===== config.mk =====
export PLATFORM = sky130hd
export DESIGN_NAME = ibex_alu_issue
export DESIGN_NICKNAME = d
export VERILOG_FILES = /design/src/rtl/ibex_alu_issue.sv
export SDC_FILE = /design/constraint.sdc
export NUM_CORES = 1
export LEC_CHECK = 0
export ABC_AREA = 0
export CELL_PAD_IN_SITES_DETAIL_PLACEMENT = 0
export CELL_PAD_IN_SITES_GLOBAL_PLACEMENT = 2
export CORE_UTILIZATION = 23
export CTS_BUF_LIST = sky130_fd_sc_hd__clkbuf_2
export CTS_CLUSTER_SIZE = 24
export DETAILED_ROUTE_END_ITERATION = 10
export HOLD_SLACK_MARGIN = 0.02
export PLACE_DENSITY = 0.88
export SLEW_MARGIN = 20
export SYNTH_ARGS = -nofsm -noshare
export SYNTH_HDL_FRONTEND = slang
export SYNTH_SLANG_ARGS = --single-unit

===== constraint.sdc =====
create_clock -name clk_i -period 1.99 [get_ports clk_i]
set_input_delay 0.4975 -clock clk_i [delete_from_list [all_inputs] [get_ports clk_i]]
set_output_delay 0.4975 -clock clk_i [all_outputs]
set_load 0.03 [all_outputs]

===== src/rtl/ibex_alu_issue.sv =====
// ibex_alu_issue
//   Issue/response wrapper around an external Ibex ALU. A request carrying
//   operator, three operands and a two-cycle flag is registered and driven
//   onto the ALU. The first cycle uses operands a/b. A second cycle, if
//   requested, uses a/c. The ALU outputs are captured into response
//   registers, which are held until the consumer takes them.
//
// Optional feature (macro IBEX_ALU_ISSUE_BYPASS_EN):
//   When defined, a new request may be accepted in the same cycle that the
//   pending response is consumed. This allows back-to-back issue.
//
// Ports
//   clk_i, rst_i                  clock, synchronous active-high reset
//   req_valid_i / req_ready_o     request handshake
//   req_op_i, req_a_i, req_b_i,   operator and operands (c = third operand)
//   req_c_i, req_two_cycle_i      two-cycle operation flag
//   rsp_valid_o / rsp_ready_i     response handshake
//   rsp_result_o, rsp_cmp_o,      registered ALU result, comparison result
//   rsp_eq_o                      and equality result
//   alu_*_o                       operator/operands/first-cycle/imd values to the ALU
//   alu_*_i                       result, comparison, equality, imd write data/enables
module ibex_alu_issue #(
    parameter int DATA_W = 32
) (
    input  logic                   clk_i,
    input  logic                   rst_i,
    input  logic                   req_valid_i,
    output logic                   req_ready_o,
    input  logic [6:0]             req_op_i,
    input  logic [DATA_W-1:0]      req_a_i,
    input  logic [DATA_W-1:0]      req_b_i,
    input  logic [DATA_W-1:0]      req_c_i,
    input  logic                   req_two_cycle_i,
    output logic                   rsp_valid_o,
    input  logic                   rsp_ready_i,
    output logic [DATA_W-1:0]      rsp_result_o,
    output logic                   rsp_cmp_o,
    output logic                   rsp_eq_o,
    output logic [6:0]             alu_operator_o,
    output logic [DATA_W-1:0]      alu_operand_a_o,
    output logic [DATA_W-1:0]      alu_operand_b_o,
    output logic                   alu_instr_first_cycle_o,
    output logic                   alu_multdiv_sel_o,
    output logic [1:0][DATA_W-1:0] alu_imd_val_q_o,
    input  logic [DATA_W-1:0]      alu_result_i,
    input  logic                   alu_comparison_result_i,
    input  logic                   alu_is_equal_result_i,
    input  logic [1:0][DATA_W-1:0] alu_imd_val_d_i,
    input  logic [1:0]             alu_imd_val_we_i
);

    localparam logic [6:0] ALU_ADD = 7'd0;

    typedef enum logic [1:0] {
        IDLE,
        EXEC1,
        EXEC2,
        RESP
    } state_e;

    state_e              state_q, state_d;
    logic                accept;
    logic                capture;
    logic                imd_en;

    logic [6:0]          op_q;
    logic [DATA_W-1:0]   a_q, b_q, c_q;
    logic                two_q;

    logic [DATA_W-1:0]   result_q;
    logic                cmp_q, eq_q;
    logic [1:0][DATA_W-1:0] imd_q;

    assign accept            = req_valid_i & req_ready_o;
    assign alu_multdiv_sel_o = 1'b0;
    assign alu_imd_val_q_o   = imd_q;
    assign rsp_result_o      = result_q;
    assign rsp_cmp_o         = cmp_q;
    assign rsp_eq_o          = eq_q;

    always_comb begin
        state_d                 = state_q;
        req_ready_o             = 1'b0;
        rsp_valid_o             = 1'b0;
        alu_operator_o          = ALU_ADD;
        alu_operand_a_o         = '0;
        alu_operand_b_o         = '0;
        alu_instr_first_cycle_o = 1'b0;
        capture                 = 1'b0;
        imd_en                  = 1'b0;
        unique case (state_q)
            IDLE: begin
                req_ready_o = 1'b1;
                if (req_valid_i) begin
                    state_d = EXEC1;
                end
            end
            EXEC1: begin
                alu_operator_o          = op_q;
                alu_operand_a_o         = a_q;
                alu_operand_b_o         = b_q;
                alu_instr_first_cycle_o = 1'b1;
                capture                 = 1'b1;
                imd_en                  = 1'b1;
                state_d                 = two_q ? EXEC2 : RESP;
            end
            EXEC2: begin
                // Second cycle swaps the third operand into the b slot.
                alu_operator_o  = op_q;
                alu_operand_a_o = a_q;
                alu_operand_b_o = c_q;
                capture         = 1'b1;
                imd_en          = 1'b1;
                state_d         = RESP;
            end
            RESP: begin
                rsp_valid_o = 1'b1;
`ifdef IBEX_ALU_ISSUE_BYPASS_EN
                // The slot frees up exactly when the response leaves, so a
                // new request can be taken in the same cycle.
                req_ready_o = rsp_ready_i;
                if (rsp_ready_i) begin
                    state_d = req_valid_i ? EXEC1 : IDLE;
                end
`else
                if (rsp_ready_i) begin
                    state_d = IDLE;
                end
`endif
            end
            default: state_d = IDLE;
        endcase
    end

    always_ff @(posedge clk_i) begin
        if (rst_i) begin
            state_q  <= IDLE;
            result_q <= '0;
            cmp_q    <= 1'b0;
            eq_q     <= 1'b0;
            imd_q    <= '0;
        end else begin
            state_q <= state_d;
            if (capture) begin
                result_q <= alu_result_i;
                cmp_q    <= alu_comparison_result_i;
                eq_q     <= alu_is_equal_result_i;
            end
            // A fresh operation must never see intermediate values left
            // behind by the previous one.
            if (accept) begin
                imd_q <= '0;
            end else begin
                for (int i = 0; i < 2; i++) begin
                    if (imd_en && alu_imd_val_we_i[i]) begin
                        imd_q[i] <= alu_imd_val_d_i[i];
                    end
                end
            end
        end
    end

    // Request capture: operator and operands are data, so no reset.
    always_ff @(posedge clk_i) begin
        if (accept) begin
            op_q  <= req_op_i;
            a_q   <= req_a_i;
            b_q   <= req_b_i;
            c_q   <= req_c_i;
            two_q <= req_two_cycle_i;
        end
    end

endmodule


==> results.md, run 1 <==
- Worst reg2reg setup slack: 140 ps
- Reg area: approximately 0.0053 mm^2
- Die area: approximately 0.035 mm^2
- WP data arrival: between 2000 and 2500 ps
- Peak VDD IR: 0.778 mV
- Num Clock Sinks: 204
- Total congestion overflow: 0
- Crit path time final: ~2700 ps
- Post-Place Cell Area: approximately 0.012 mm^2
- Post-route cell area: 0.0156 mm^2
- Share of layout cells above drive strength 1: a little under half
- Filler cells: approximately 2900
- Routed WL per cell: 16.9 um
- Vias in the first global route: around 7500
- Largest net degree at the start of global routing: 37
- # DRC: 0
- Sequential fraction of the synthesis area: between 60% and 70%
- Synth warnings: 0
- Cell count after synthesis: roughly 640
- Area taken by multi-input logic gates: 0.00279 mm^2
- Crit Path Category: flip-flop to output port
- Via density: approximately 4.1
- Cell Pwr Density: about 1400 mW/mm^2
- # Max-Cap Violations: 0
- Dpl hpwl: about 17000 um
- Critical Path RT: between 1000 and 1500 ps
- Fmax: roughly 0.37 GHz
- Yosys top cell area share: between 30% and 40%
- Fin nets: 1476
- Largest fanout on the critical path: 13
- Sequential power share: roughly 28%
- FFs w/ async S/R, synth: 0%
- Routed wire length: 29700 um
- Clock-pin slew on the worst setup and hold paths: approximately 90 ps
- Pwr Total: around 23 mW
- First-pass GRT wire length: 40900 um
- Top cells by instance count after synthesis: 130 x nand2_1, 104 x edfxtp_1, 100 x dfxtp_1
- Crit path to: alu_operand_b_o[24]
- Lkg Pwr: around 6.0 nW
- Starting Density: between 20% and 30%
- Crit share post-route: 137%
- Clock Tree Root: clkbuf_2
- DR vias: ~7200
- Comb pwr share: approximately three fifths
- Gpl congestion: 0.710
- Inserted Clock Buffers: 55
- Drt pass-1 iters: 4
- Main flop type after synthesis: edfxtp_1
- All-Layer GR Usage: between 10% and 20%
- Ports: about 380
- Switch share: 41.1%
- Core Util, Final: between 40% and 50%
- R2r endpoint: alu_imd_val_q_o[29]
- Worst Setup SP: state_q[1]
- Hold Vio Cnt, Final: 0
- Final ANT Viol Nets: 0
- Synth area leaders: edfxtp_1 40%, dfxtp_1 26%, a21oi_2 6.7%
- Violated checks: setup timing
- Status: finished, violations left
- CP startpoint kind: flip-flop
- Synthesized cell area: between 0.007 and 0.008 mm^2
- Worst R2R Start: state_q[0]
- Detailed Route Iter0 Violations: 219
- Setup crit end kind: output port
- CTS tree: built
- Clock power frac: between 10% and 20%
- Pins over their slew limit: 0
- Synthesis-to-layout area growth: 99.9%
- Clock skew: between 80 and 90 ps
- Syn nets: between 800 and 900
- Final setup fails: between 70 and 80
- Worst setup margin: -728 ps
- Count of different cell masters after synthesis: 25
- Yosys top cell by area: edfxtp_1
- Number of synthesized flops with an enable pin: about 100
- R2R depth: 8
- Worst hold stages: 1
- Hold crit path type: primary input to flip-flop
- Core Area: between 0.03 and 0.04 mm^2
- Synth Register Bits: about 200
- Int Pwr: 13.3 mW
- FP Rows: 67
- Switching Power: approximately 9 mW
- Worst skew pair latency: between 900 and 1000 ps
- Initial antenna violation count: 2
- CTS H-tree lvls: 2
- Die Y: about 190 um
- IO Port Bufs: 379
- Die X: roughly 190 um
- Synth Area per Inst: between 10 and 15 um^2
- Unrepaired setup endpoints after global routing: yes
- Clock Path Buffers: 3
- Count leader, synth: nand2_1
-- cell usage in the layout (no fill, tap or decap), drive strengths merged, types with 4 or more instances in the layout --
cell type,Yosys,routed
dfxtp,100,100
inv,3,4
ha,5,5
clkinv,0,9
nor2,35,35
clkbuf,14,89
and2,42,42
a21oi,65,65
buf,27,239
edfxtp,104,104
nor2b,34,34
nand2,130,130
dlygate4sd3,0,166
a22oi,32,32
mux2i,34,34
clkdlybuf4s50,0,207
-- registers in the layout (all words and copies together), names as in the netlist --
register         flops
alu_imd_val_q_o     64
a_q                 32
b_q                 32
c_q                 32
rsp_result_o        32
op_q                 7
state_q              2
rsp_cmp_o            1
rsp_eq_o             1
two_q                1
-- how the worst min path moves through the flow --
stage	from	end	slack, ps
2_1_floorplan	state_q[1]	state_q[1]	490
3_3_place_gp	alu_imd_val_q_o[33]	alu_imd_val_q_o[33]	440
3_5_place_dp	alu_imd_val_q_o[32]	alu_imd_val_q_o[32]	450
4_1_cts	req_a_i[0]	a_q[0]	20
5_1_grt	req_a_i[26]	a_q[26]	60
6_report	req_a_i[26]	a_q[26]	190
-- final cells by class --
cell class | instances | share of cell area (%)
flip-flops and latches | 204 | 33.7
multi-input cells | 384 | 17.9
clock buffers | 87 | 2.79
clock inverters | 11 | 0.489
inverters | 3 | 0.120
repair buffers | 615 | 41.4
well taps | 448 | 3.59
diodes | 2 | 0.0321
-- routing by layer --
| metal | global-route usage (%) | part of all wire (%) | up-vias |
|---|---|---|---|
| li1 | - | - | 3459 |
| met4 | 6.56 | 2.3 | 0 |
| met5 | 0 | 0 | - |
| met2 | 28.4 | 51 | 330 |
| met1 | 16.3 | 38 | 3413 |
| met3 | 5.45 | 8.8 | 36 |
-- logic make-up after synthesis --
family	after synthesis	synth area share (%)
buf+inv	47	4.42
mux	34	4.36
other cells	1	0.0480
compound gates	100	10.4
simple gates	244	14.4
flops	204	65.6
fa+ha+maj	5	0.801
-- worst max-delay path, stage by stage, from the launching register on --
cell,delay (ps)
dfxtp_4,370
buf_12,120
ha_4,170
buf_12,150
buf_6,140
a22oi_2,200
nor2b_4,70
buf_6,140
-- stage by stage --
step	std cells	worst slack, ps	hold WS [ps]	TNS [ps]
final	1754	-728	185	-46680
after global routing	1754	-927	56.5	-65790
after CTS	1735	-931	21.9	-69360
after detailed placement	1448	79.5	451	0
after global placement	1448	69.4	441	0
after floorplan	635	-147	486	-8890
-- power groups by stage --
stage / Combinational, mW / Sequential, mW / Clock [mW]
floorplan: 5.32 / 6.96 / 0
global placement: 10.2 / 6.08 / 0
detailed placement: 10.2 / 6.10 / 0
CTS: 12.3 / 6.27 / 3.23
global route: 13.9 / 6.41 / 3.46
finish: 13.2 / 6.31 / 3.10
-- what timing repair did --
item | CTS | global route
cloned | 5 | 2
pin swaps | 12 | 7
hold endpoints to repair | 166 | 0
hold buffers | 166 | 0
endpoints found under the setup margin | 172 | 231
buffers inserted | 19 | 19
gates resized for setup | 888 | 76
No activity file was read; power rests on OpenSTA's default activity.
==> run 2: changes to the inputs <==
Settings changed: SETUP_SLACK_MARGIN from default to 0.05, SLEW_MARGIN 20 to default.
==> results.md, run 2 (synthesis results as in run 1) <==
- Unrepaired setup endpoints after global routing: yes
- Routed WL per cell: 16.2 um (-3.9%)
- Total congestion overflow: 0 (unchanged)
- Met2 wire len: 12500 um (-17%)
- CTS tree: built
- # DRC: 0 (unchanged)
- Die area: 0.0347 mm^2 (unchanged)
- Peak VDD IR: 0.929 mV (+19%)
- Slowest-stage cell, CP: dfxtp_4
- Post-Place Cell Area: 0.0122 mm^2 (about the same)
- Max reg flops: 64 (unchanged)
- CP delay by family, top: buffers and inverters
- Met3 WL: 2720 um (+4.1%)
- Worst Setup SP: state_q[1]
- Die X: 186 um (unchanged)
- Hold_sp: req_a_i[11]
- Worst reg2reg setup slack: 160 ps (+20 ps)
- Die Y: 186 um (unchanged)
- Worst R2R Start: state_q[1]
- Crit Path Category: flip-flop to output port
- Crit path time final: 2620 ps (-98.3 ps)
- Starting Density: 23.4% (unchanged)
- Critical Path RT: 1490 ps (about the same)
- IO Port Bufs: 379 (unchanged)
- Pins over their slew limit: 0 (unchanged)
- Fmax: 0.382 GHz (+3.8%)
- Worst setup margin: -630 ps (+98.3 ps)
- Clock Path Buffers: 3 (unchanged)
- Final ANT Viol Nets: 0 (unchanged)
- Via density: 4.08 (-1.1%)
- Synthesis-to-layout area growth: 74.8%
- Num Clock Sinks: 204 (unchanged)
- Initial antenna violation count: 3 (+1)
- Post-route cell area: 0.0137 mm^2 (-13%)
- WP data arrival: 2120 ps (-100 ps)
- CP startpoint kind: flip-flop
- Setup crit end kind: output port
- Gpl congestion: 0.761 (+7.2%)
- Core Util, Final: 40.8% (-5.9 points)
- Largest net degree at the start of global routing: 62 (+68%)
- Inserted Clock Buffers: 56 (+1.8%)
- CTS H-tree lvls: 2 (unchanged)
- Most common cell after layout, fill and taps aside: clkdlybuf4s50_1
- Drt pass-1 iters: 4 (unchanged)
- Routed wire length: 25300 um (-15%)
- Hold Vio Cnt, Final: 0 (unchanged)
- Status: finished, violations left
- Share of layout cells above drive strength 1: 47.2% (+2.2 points)
- Sum of routed wire segments on met1: 9180 um (-18%)
- Clock Tree Root: clkbuf_2
- Cell Pwr Density: 1610 mW/mm^2 (+11%)
- Pre-CTS setup slack: 126 ps (+46.8 ps)
- Ports: 381 (unchanged)
- Most frequent cells in the layout: 207 x clkdlybuf4s50_1, 130 x nand2_1, 130 x buf_6, 104 x edfxtp_1, 82 x clkbuf_2
- All-Layer GR Usage: 13.6% (-2.0 points)
- Crit share post-route: 132% (-4.9 points)
- Core Area: 0.0334 mm^2 (unchanged)
- CTS Hold Bufs: 0 (-100%)
- Buf/Inv on CP: 4 (unchanged)
- Clock skew: 26.5 ps (-55.9 ps)
- Final setup fails: 74 (unchanged)
- Largest fanout on the critical path: 6 (-7)
- Top sig layer: met4
- Clock-pin slew on the worst setup and hold paths: 110 ps (+20 ps)
- Fin nets: 1276 (-14%)
- Cells along the critical path: inv_6 > ha_4 > buf_8 > clkbuf_16 > nor2b_4 > buf_6
- Dpl hpwl: 16500 um (-2.6%)
- Detailed Route Iter0 Violations: 181 (-17%)
- Worst skew pair latency: 820 ps (-120 ps)
- Violated checks: setup timing
- Hold crit path type: primary input to flip-flop
- Max incr delay on CP: 390 ps (+20 ps)
- FP Rows: 67 (unchanged)
- Vias in the first global route: 6526 (-13%)
- DR vias: 6349 (-12%)
- Lkg Pwr: 5.18 nW (-14%)
- # Max-Cap Violations: 0 (unchanged)
- First-pass GRT wire length: 35800 um (-12%)
[run 2: cell count changes in the layout (fill, tap and decap cells not counted), sizes merged]
cell,before,now
dlygate4sd3,166,0
buf,239,202
clkinv,9,14
clkbuf,89,86
clkinvlp,0,1
diode,2,3
[run 2: cell type report]
class	instances	area, um^2
antenna	3	7.51
clock buffer	82	410
clock inverter	17	103
fill	3178	19800
inverter	3	18.8
multi-input combinational	384	2860
sequential	204	5190
tap	448	561
timing repair buffer	414	4490
[run 2: metal layers]
layer  track usage, %  vias to the layer above
met4             6.69                        0
met2             23.5                      272
li1                 -                     3056
met1             14.3                     2960
met3             5.47                       61
met5                0                        -
[run 2: path summary, 6_finish.rpt]
path                            depth (start not counted)                  end
worst max-delay path                                    6  alu_operand_b_o[17]
worst min-delay path                                    1              a_q[11]
worst max register to register                          8   alu_imd_val_q_o[2]
worst min register to register                          2  alu_imd_val_q_o[33]
[run 2: timing repair]
action,in CTS,in global routing
resized for setup,692,206
setup endpoints to repair,172,210
setup buffers,9,1
cloned,6,3
pin swaps,15,6
[run 2: report_power, final]
part	switching, mW	leakage, nW	internal, mW	total [mW]
clock	1.77	0.397	1.24	3.02
combinational	6.66	2.96	6.14	12.8
sequential	0.492	1.83	5.66	6.15
total	8.93	5.18	13.0	22.0
[run 2: through the flow]
step	power (mW)	setup TNS, ps	hold WS, ps	std cells
6_report	22.0	-43000	225	1555
5_1_grt	23.3	-56100	97.4	1553
4_1_cts	21.4	-51880	112	1548
3_5_place_dp	16.3	0	450	1434
3_3_place_gp	16.3	0	442	1434
2_1_floorplan	12.5	-8890	486	635
